## src/rtl/align16_pre_if.sv

```systemverilog
// Bus bundle for align16_pre: operand-pair input handshake and aligned-operand
// output handshake. master = producer/consumer side, slave = the align stage.
interface align16_pre_if;
  logic [15:0] in_a_half;
  logic [15:0] in_b_half;
  logic        in_valid;
  logic        in_ready;
  logic [4:0]  out_exp_half;
  logic [10:0] out_mant_a_half;
  logic [10:0] out_mant_b_half;
  logic        out_sticky;
  logic        out_sign;
  logic        out_eff_sub;
  logic [1:0]  out_special;
  logic        out_valid;
  logic        out_ready;

  modport master (
    output in_a_half, in_b_half, in_valid, out_ready,
    input  in_ready, out_exp_half, out_mant_a_half, out_mant_b_half,
           out_sticky, out_sign, out_eff_sub, out_special, out_valid
  );

  modport slave (
    input  in_a_half, in_b_half, in_valid, out_ready,
    output in_ready, out_exp_half, out_mant_a_half, out_mant_b_half,
           out_sticky, out_sign, out_eff_sub, out_special, out_valid
  );
endinterface

```

## src/rtl/align16_pre.sv

```systemverilog
// align16_pre: two-stage FP16 operand alignment ahead of the magnitude adder.
// Stage 1 unpacks and orders the operands by magnitude; stage 2 right-shifts
// the smaller significand and collects sticky. Optional macro
// ALIGN16_SPECIAL_DETECT_EN adds infinity/NaN classification on out_special;
// without it out_special is constant 00 and exp==31 is treated as normal.
module align16_pre (
  input  logic         clk,
  input  logic         rst_n,
  align16_pre_if.slave bus
);

  // Unpacked operands: denormals/zero get hidden bit 0 and exponent 1
  logic [4:0]  exp_a, exp_b, exp_l, exp_s;
  logic [10:0] mant_a, mant_b, mant_l, mant_s;
  logic        sign_a, sign_b, sign_l, eff_sub, swap, sign_next;

  assign sign_a  = bus.in_a_half[15];
  assign sign_b  = bus.in_b_half[15];
  assign exp_a   = (bus.in_a_half[14:10] == 5'd0) ? 5'd1 : bus.in_a_half[14:10];
  assign exp_b   = (bus.in_b_half[14:10] == 5'd0) ? 5'd1 : bus.in_b_half[14:10];
  assign mant_a  = {|bus.in_a_half[14:10], bus.in_a_half[9:0]};
  assign mant_b  = {|bus.in_b_half[14:10], bus.in_b_half[9:0]};

  // Strictly-greater compare keeps A as the larger operand on a tie
  assign swap    = {exp_b, mant_b} > {exp_a, mant_a};
  assign exp_l   = swap ? exp_b  : exp_a;
  assign exp_s   = swap ? exp_a  : exp_b;
  assign mant_l  = swap ? mant_b : mant_a;
  assign mant_s  = swap ? mant_a : mant_b;
  assign sign_l  = swap ? sign_b : sign_a;
  assign eff_sub = sign_a ^ sign_b;

`ifdef ALIGN16_SPECIAL_DETECT_EN
  logic       inf_a, inf_b, nan_a, nan_b;
  logic [1:0] special_next;

  assign inf_a = (bus.in_a_half[14:10] == 5'h1f) && (bus.in_a_half[9:0] == 10'd0);
  assign inf_b = (bus.in_b_half[14:10] == 5'h1f) && (bus.in_b_half[9:0] == 10'd0);
  assign nan_a = (bus.in_a_half[14:10] == 5'h1f) && (bus.in_a_half[9:0] != 10'd0);
  assign nan_b = (bus.in_b_half[14:10] == 5'h1f) && (bus.in_b_half[9:0] != 10'd0);

  assign special_next = (nan_a || nan_b || (inf_a && inf_b && eff_sub)) ? 2'b11 :
                        (inf_a || inf_b)                                ? 2'b10 : 2'b00;
  // An infinite result carries the sign of the infinite operand
  assign sign_next = (special_next == 2'b10) ? (inf_a ? sign_a : sign_b) : sign_l;
`else
  assign sign_next = sign_l;
`endif

  // Pipeline control: stage 2 drains when empty or consumer ready
  logic s1_valid, s2_valid, s1_advance, s2_advance;

  assign s2_advance   = !s2_valid || bus.out_ready;
  assign s1_advance   = s1_valid && s2_advance;
  assign bus.in_ready = !s1_valid || s1_advance;

  logic [4:0]  s1_exp, s1_d;
  logic [10:0] s1_mant_l, s1_mant_s;
  logic        s1_sign, s1_eff_sub;

  // Stage 1: capture the ordered operands and exponent difference on accept
  always_ff @(posedge clk or negedge rst_n) begin
    if (!rst_n) begin
      s1_valid   <= 1'b0;
      s1_exp     <= 5'd0;
      s1_d       <= 5'd0;
      s1_mant_l  <= 11'd0;
      s1_mant_s  <= 11'd0;
      s1_sign    <= 1'b0;
      s1_eff_sub <= 1'b0;
    end else if (bus.in_ready) begin
      s1_valid <= bus.in_valid;
      if (bus.in_valid) begin
        s1_exp     <= exp_l;
        s1_d       <= exp_l - exp_s;
        s1_mant_l  <= mant_l;
        s1_mant_s  <= mant_s;
        s1_sign    <= sign_next;
        s1_eff_sub <= eff_sub;
      end
    end
  end

  // Alignment: a shift of 11 or more empties the significand and the mask
  // wraps to all ones, so every bit lands in sticky without a special case
  logic [10:0] sticky_mask, mant_b_next;
  logic        sticky_next;

  assign sticky_mask = (11'd1 << s1_d) - 11'd1;
  assign mant_b_next = s1_mant_s >> s1_d;
  assign sticky_next = |(s1_mant_s & sticky_mask);

  // Stage 2: register the aligned bundle; holds while the consumer stalls
  always_ff @(posedge clk or negedge rst_n) begin
    if (!rst_n) begin
      s2_valid            <= 1'b0;
      bus.out_exp_half    <= 5'd0;
      bus.out_mant_a_half <= 11'd0;
      bus.out_mant_b_half <= 11'd0;
      bus.out_sticky      <= 1'b0;
      bus.out_sign        <= 1'b0;
      bus.out_eff_sub     <= 1'b0;
    end else if (s2_advance) begin
      s2_valid <= s1_valid;
      if (s1_valid) begin
        bus.out_exp_half    <= s1_exp;
        bus.out_mant_a_half <= s1_mant_l;
        bus.out_mant_b_half <= mant_b_next;
        bus.out_sticky      <= sticky_next;
        bus.out_sign        <= s1_sign;
        bus.out_eff_sub     <= s1_eff_sub;
      end
    end
  end

  assign bus.out_valid = s2_valid;

`ifdef ALIGN16_SPECIAL_DETECT_EN
  logic [1:0] s1_special, s2_special;

  // Special class travels alongside the data through both stages
  always_ff @(posedge clk or negedge rst_n) begin
    if (!rst_n) begin
      s1_special <= 2'b00;
      s2_special <= 2'b00;
    end else begin
      if (bus.in_ready && bus.in_valid) s1_special <= special_next;
      if (s2_advance && s1_valid)       s2_special <= s1_special;
    end
  end

  assign bus.out_special = s2_special;
`else
  assign bus.out_special = 2'b00;
`endif

endmodule

```

## src/flat_wrapper.sv

```systemverilog
// flat-port wrapper written by rule: the top's interface ports become plain ports
module align16_pre_flat 
  (clk, rst_n, bus_in_a_half, bus_in_b_half, bus_in_valid, bus_out_ready, bus_in_ready, bus_out_exp_half, bus_out_mant_a_half, bus_out_mant_b_half, bus_out_sticky, bus_out_sign, bus_out_eff_sub, bus_out_special, bus_out_valid);
  align16_pre_if bus_i ();
  input  logic clk;
  input  logic rst_n;
  input wire logic [$bits(bus_i.in_a_half)-1:0] bus_in_a_half;
  input wire logic [$bits(bus_i.in_b_half)-1:0] bus_in_b_half;
  input wire logic [$bits(bus_i.in_valid)-1:0] bus_in_valid;
  input wire logic [$bits(bus_i.out_ready)-1:0] bus_out_ready;
  output wire logic [$bits(bus_i.in_ready)-1:0] bus_in_ready;
  output wire logic [$bits(bus_i.out_exp_half)-1:0] bus_out_exp_half;
  output wire logic [$bits(bus_i.out_mant_a_half)-1:0] bus_out_mant_a_half;
  output wire logic [$bits(bus_i.out_mant_b_half)-1:0] bus_out_mant_b_half;
  output wire logic [$bits(bus_i.out_sticky)-1:0] bus_out_sticky;
  output wire logic [$bits(bus_i.out_sign)-1:0] bus_out_sign;
  output wire logic [$bits(bus_i.out_eff_sub)-1:0] bus_out_eff_sub;
  output wire logic [$bits(bus_i.out_special)-1:0] bus_out_special;
  output wire logic [$bits(bus_i.out_valid)-1:0] bus_out_valid;
  assign bus_i.in_a_half = bus_in_a_half;
  assign bus_i.in_b_half = bus_in_b_half;
  assign bus_i.in_valid = bus_in_valid;
  assign bus_i.out_ready = bus_out_ready;
  assign bus_in_ready = bus_i.in_ready;
  assign bus_out_exp_half = bus_i.out_exp_half;
  assign bus_out_mant_a_half = bus_i.out_mant_a_half;
  assign bus_out_mant_b_half = bus_i.out_mant_b_half;
  assign bus_out_sticky = bus_i.out_sticky;
  assign bus_out_sign = bus_i.out_sign;
  assign bus_out_eff_sub = bus_i.out_eff_sub;
  assign bus_out_special = bus_i.out_special;
  assign bus_out_valid = bus_i.out_valid;
  align16_pre u_core (.clk(clk), .rst_n(rst_n), .bus(bus_i));
endmodule
```

## config.mk

```make
export PLATFORM = sky130hd
export DESIGN_NAME = align16_pre_flat
export DESIGN_NICKNAME = d
export VERILOG_FILES = /design/src/rtl/align16_pre_if.sv /design/src/rtl/align16_pre.sv /design/src/flat_wrapper.sv
export SDC_FILE = /design/constraint.sdc
export NUM_CORES = 1
export LEC_CHECK = 0
export ABC_AREA = 1
export BUFFER_PORTS_ARGS = -buffer_cell sky130_fd_sc_hd__clkbuf_2
export CORE_ASPECT_RATIO = 0.6
export CORE_UTILIZATION = 56
export CTS_BUF_LIST = sky130_fd_sc_hd__clkbuf_4 sky130_fd_sc_hd__clkbuf_8 sky130_fd_sc_hd__clkbuf_16
export DETAILED_ROUTE_END_ITERATION = 8
export PLACE_DENSITY = 0.88
export SYNTH_ARGS = -nofsm -noshare
export SYNTH_HDL_FRONTEND = slang
export SYNTH_SLANG_ARGS = --single-unit
```

## constraint.sdc

```tcl
create_clock -name clk -period 2.4 [get_ports clk]
set_input_delay 0.24 -clock clk [delete_from_list [all_inputs] [get_ports clk]]
set_output_delay 0.24 -clock clk [all_outputs]
set_load 0.02 [all_outputs]
```

==> summary.md <==
| Metric | Value |
|---|---|
| Final Max Slew Viols | 0 |
| Synth Warn # | 0 |
| Post-synthesis xor/xnor area fraction | 0.008827 |
| Critical path data arrival time | 2.45 ns |
| Initial antenna violation count | 0 |
| Antenna Cells | 0 |
| Clock tree buffer depth | 2 |
| Main combinational cell family by area after synthesis | simple AND/OR/NAND/NOR gates |
| Commonest non-fill, non-tap cell in the layout | nand2_1 |
| Synth Area in Compound Gates | 0.2040 |
| Post-Syn Instances | 526 |
| Syn Area/Cell | 7.545 µm² |
| Hold Path Class | in -> async |
| Hold WS | -0.005778 ns |
| R2R setup slack | 0.17 ns |
| CTS H-tree lvls | 3 |
| Initial Util | 0.5869 |
| Site Rows | 23 |
| MaxCap Viol Count | 0 |
| Unique cell type count in the Yosys netlist | 42 |
| Grt total ovfl | 0 |
| Drt first pass iters | 5 |
| Core area | 0.006763 mm² |
| Slew HR | 0.6145 |
| Reg clk slew, reported paths | roughly 0.06 ns |
| Largest net degree at the start of global routing | 49 |
| Gr busiest metal | met1 |
| Chip width | 110.7 µm |
| Pwr Density | 901.7 mW/mm² |
| Gr usage total | 0.3177 |
| Fin Clk Skew | slightly above 0.009 ns |
| Cell area after layout | 0.005019 mm² |
| CP startpoint kind | flop |
| Final ANT Viol Nets | 0 |
| Cts bufs inserted | 9 |
| Clk root buf | clkbuf_16 |
| M3 GR Usage | 0.07989 |
| CTS sink count | 66 |
| Gpl congestion | ~0.94 |
| Setup crit end kind | flop |
| Synth Area in Simple Gates | 0.2112 |
| DRT iter0 DRCs | 514 |
| First-pass GRT wire length | 17870 µm |
| Vias post-DR | 4011 |
| Minimum clock period | 2.226 ns |
| Leak | 2.683 nW |
| Failing checks | hold timing |
| Data required time of the worst path | 2.62 ns |
| IR drop worst, VDD | just under 0.7 mV |
| Die area | 0.007439 mm² |
| Routed wire length | 11270 µm |
| Layout cell share with drive strength beyond 1 | 0.2556 |
| Cell area after placement | 0.004666 mm² |
| HPWL after DPL | 8560 µm |
| Synth-to-Final Area Change | 26.45% |
| Wire length per cell | 15.71 µm |
| Status | finished, violations left |
| Final setup fails | 0 |
| Multiplexer area fraction after synthesis | 0 |
| Power, Total | 0.004525 W |
| Port Buffers | 67 |
| Fmax | 0.4492 GHz |
| # nets final | approximately 680 |
| Crit path max fanout | 11 |
| Met1 GRT Util | 0.4764 |
| Insertion delay to the later sink of the worst-skew pair | 0.34 ns |
| DIE HEIGHT | 67.21 µm |
| #FFs+latches synth | 66 |
| Drt drc | 0 |
| Post-Syn Area | 0.003969 mm² |
| Vias in the first global route | 3518 |
| # IOs | 70 |
| Worst Setup Path Type | reg -> reg |
| Sequential-to-total area share from yosys stat | 0.4161 |
| CTS tree | built |
| Met2 usage | 0.4534 |
| Commonest cells after routing, fill and taps aside | nand2_1, o21ai_0, inv_1 |
| Adder-Cell Fraction of Synth Area | 0.05359 |
| Final cycle utilization of the critical path | 0.9276 |
| Pin slew with the least headroom to its limit | about 0.58 ns |
| Final Hold Vio Count | 5 |
| Drt via density | 5.594 |
kinds of logic after synthesis:
kind of cell               Yosys count
xor gates and xnor gates             4
other                                1
AOI/OAI and AO/OA                  147
buffers and inverters              107
and+or+nand+nor                    184
adders and majority gates           17
DFF                                 66
report_power, final:
group	total (W)	internal, W	switching (W)
Sequential	0.00159	0.00139	0.000193
Combinational	0.00161	0.000556	0.00106
Clock	0.00133	0.000810	0.000518
worst max-delay path, cell delays in order, from the launching register on:
cell and delay (ns):
dfrtp_1 0.56, inv_1 0.10, nor2_1 0.30, nand2_1 0.11
ha_1 0.22, nand2_1 0.14, nor2_1 0.08, inv_1 0.07
nor2_1 0.05, o21ai_1 0.22, nand4_1 0.12, o21ai_1 0.09
inv_1 0.05
cells in the mapped netlist:
library cell    n  area (µm²)
ha_1           17       212.7
a32o_1          3       30.03
nor3_4          1       16.27
and2_1          1       6.260
o21ai_0        87       435.4
o31ai_1         2       15.01
inv_2           2       7.510
nand3b_4        1       20.02
nand4_1         5       31.28
nand3_1        15       75.07
a22oi_1         3       22.52
o211ai_1        3       22.52
a22o_1          1       8.760
a21oi_2         1       8.760
nand2_1       102       382.9
nand2_2         8       50.05
xor2_1          3       26.28
or2_2           1       6.260
a31oi_1         1       6.260
nand3_2         1       10.01
inv_1          79       296.5
buf_1           1       3.750
a21oi_1        27       135.1
xnor2_1         1       8.760
o22ai_1        10       62.56
o21ai_2         1       8.760
nand2_4         4       45.04
nor2_1         38       142.6
o21a_1          2       15.01
o2111ai_1       1       8.760
dfrtp_1        66        1652
a211oi_1        1       7.510
nand3b_1        1       7.510
nor2_2          2       12.51
conb_1          1       3.750
nand3_4         1       17.52
buf_2           7       35.03
a21o_1          1       7.510
nor3_1          3       15.01
o21ai_1         3       15.01
clkbuf_1       16       60.06
buf_4           2       15.01
routing by layer:
metal,up-vias,wire (µm)
met2,234,4503
met5,-,0
met4,0,108
met1,1846,5411
met3,12,1243
li1,1919,-
sequential cells by signal, summed over array words and instances (netlist names):
name,count
u_core.bus.out_eff_sub,1
u_core.bus.out_exp_half,5
u_core.bus.out_mant_a_half,11
u_core.bus.out_mant_b_half,11
u_core.bus.out_sign,1
u_core.bus.out_sticky,1
u_core.bus.out_valid,1
u_core.s1_d,5
u_core.s1_eff_sub,1
u_core.s1_exp,5
u_core.s1_mant_l,11
u_core.s1_mant_s,11
u_core.s1_sign,1
u_core.s1_valid,1
worst paths after layout:
path | to | depth (start not counted) | start
worst max-delay path | u_core.bus.out_sticky$_DFFE_PN0P_ | 12 | u_core.s1_d[0]$_DFFE_PN0P_
worst min-delay path | u_core.bus.out_eff_sub$_DFFE_PN0P_ | 2 | rst_n
worst max register to register | u_core.bus.out_sticky$_DFFE_PN0P_ | 12 | u_core.s1_d[0]$_DFFE_PN0P_
worst min register to register | u_core.bus.out_sign$_DFFE_PN0P_ | 2 | u_core.bus.out_sign$_DFFE_PN0P_
max in group asynchronous | u_core.s1_mant_s[3]$_DFFE_PN0P_ | 3 | rst_n
min in group clk | u_core.s1_mant_s[8]$_DFFE_PN0P_ | 3 | bus_in_a_half[8]
metrics by stage:
step                TNS [ns]  cells  hold WS [ns]  setup slack [ns]    util
CTS                        0    716       0.01145           0.05161  0.7347
global route        -0.01655    717       0.05160          -0.01655  0.7421
global placement     -0.6324    700        0.3516           -0.1244  0.6899
finish                     0    717     -0.005778            0.1739  0.7421
floorplan                  0    527      -0.05559           0.03240       -
detailed placement    -3.190    700        0.3567           -0.2889  0.6899
layout make-up:
type                    count  area (µm²)
well taps                  87       108.9
fillers                   495        1744
multi-input cells         354        1946
clock buffers               9       225.2
repair buffers            113       705.7
flip-flops and latches     66        1652
clock inverters             7       77.57
inverters                  81       304.0
repair_timing:
| action | in CTS | in global routing |
|---|---|---|
| resized for setup | 0 | 15 |
| setup buffers | 0 | 1 |
| endpoints found under the hold margin | 0 | 0 |
| hold buffers | 0 | 0 |
| endpoints found under the setup margin | 0 | 18 |
(Power assumes the default switching activity.)
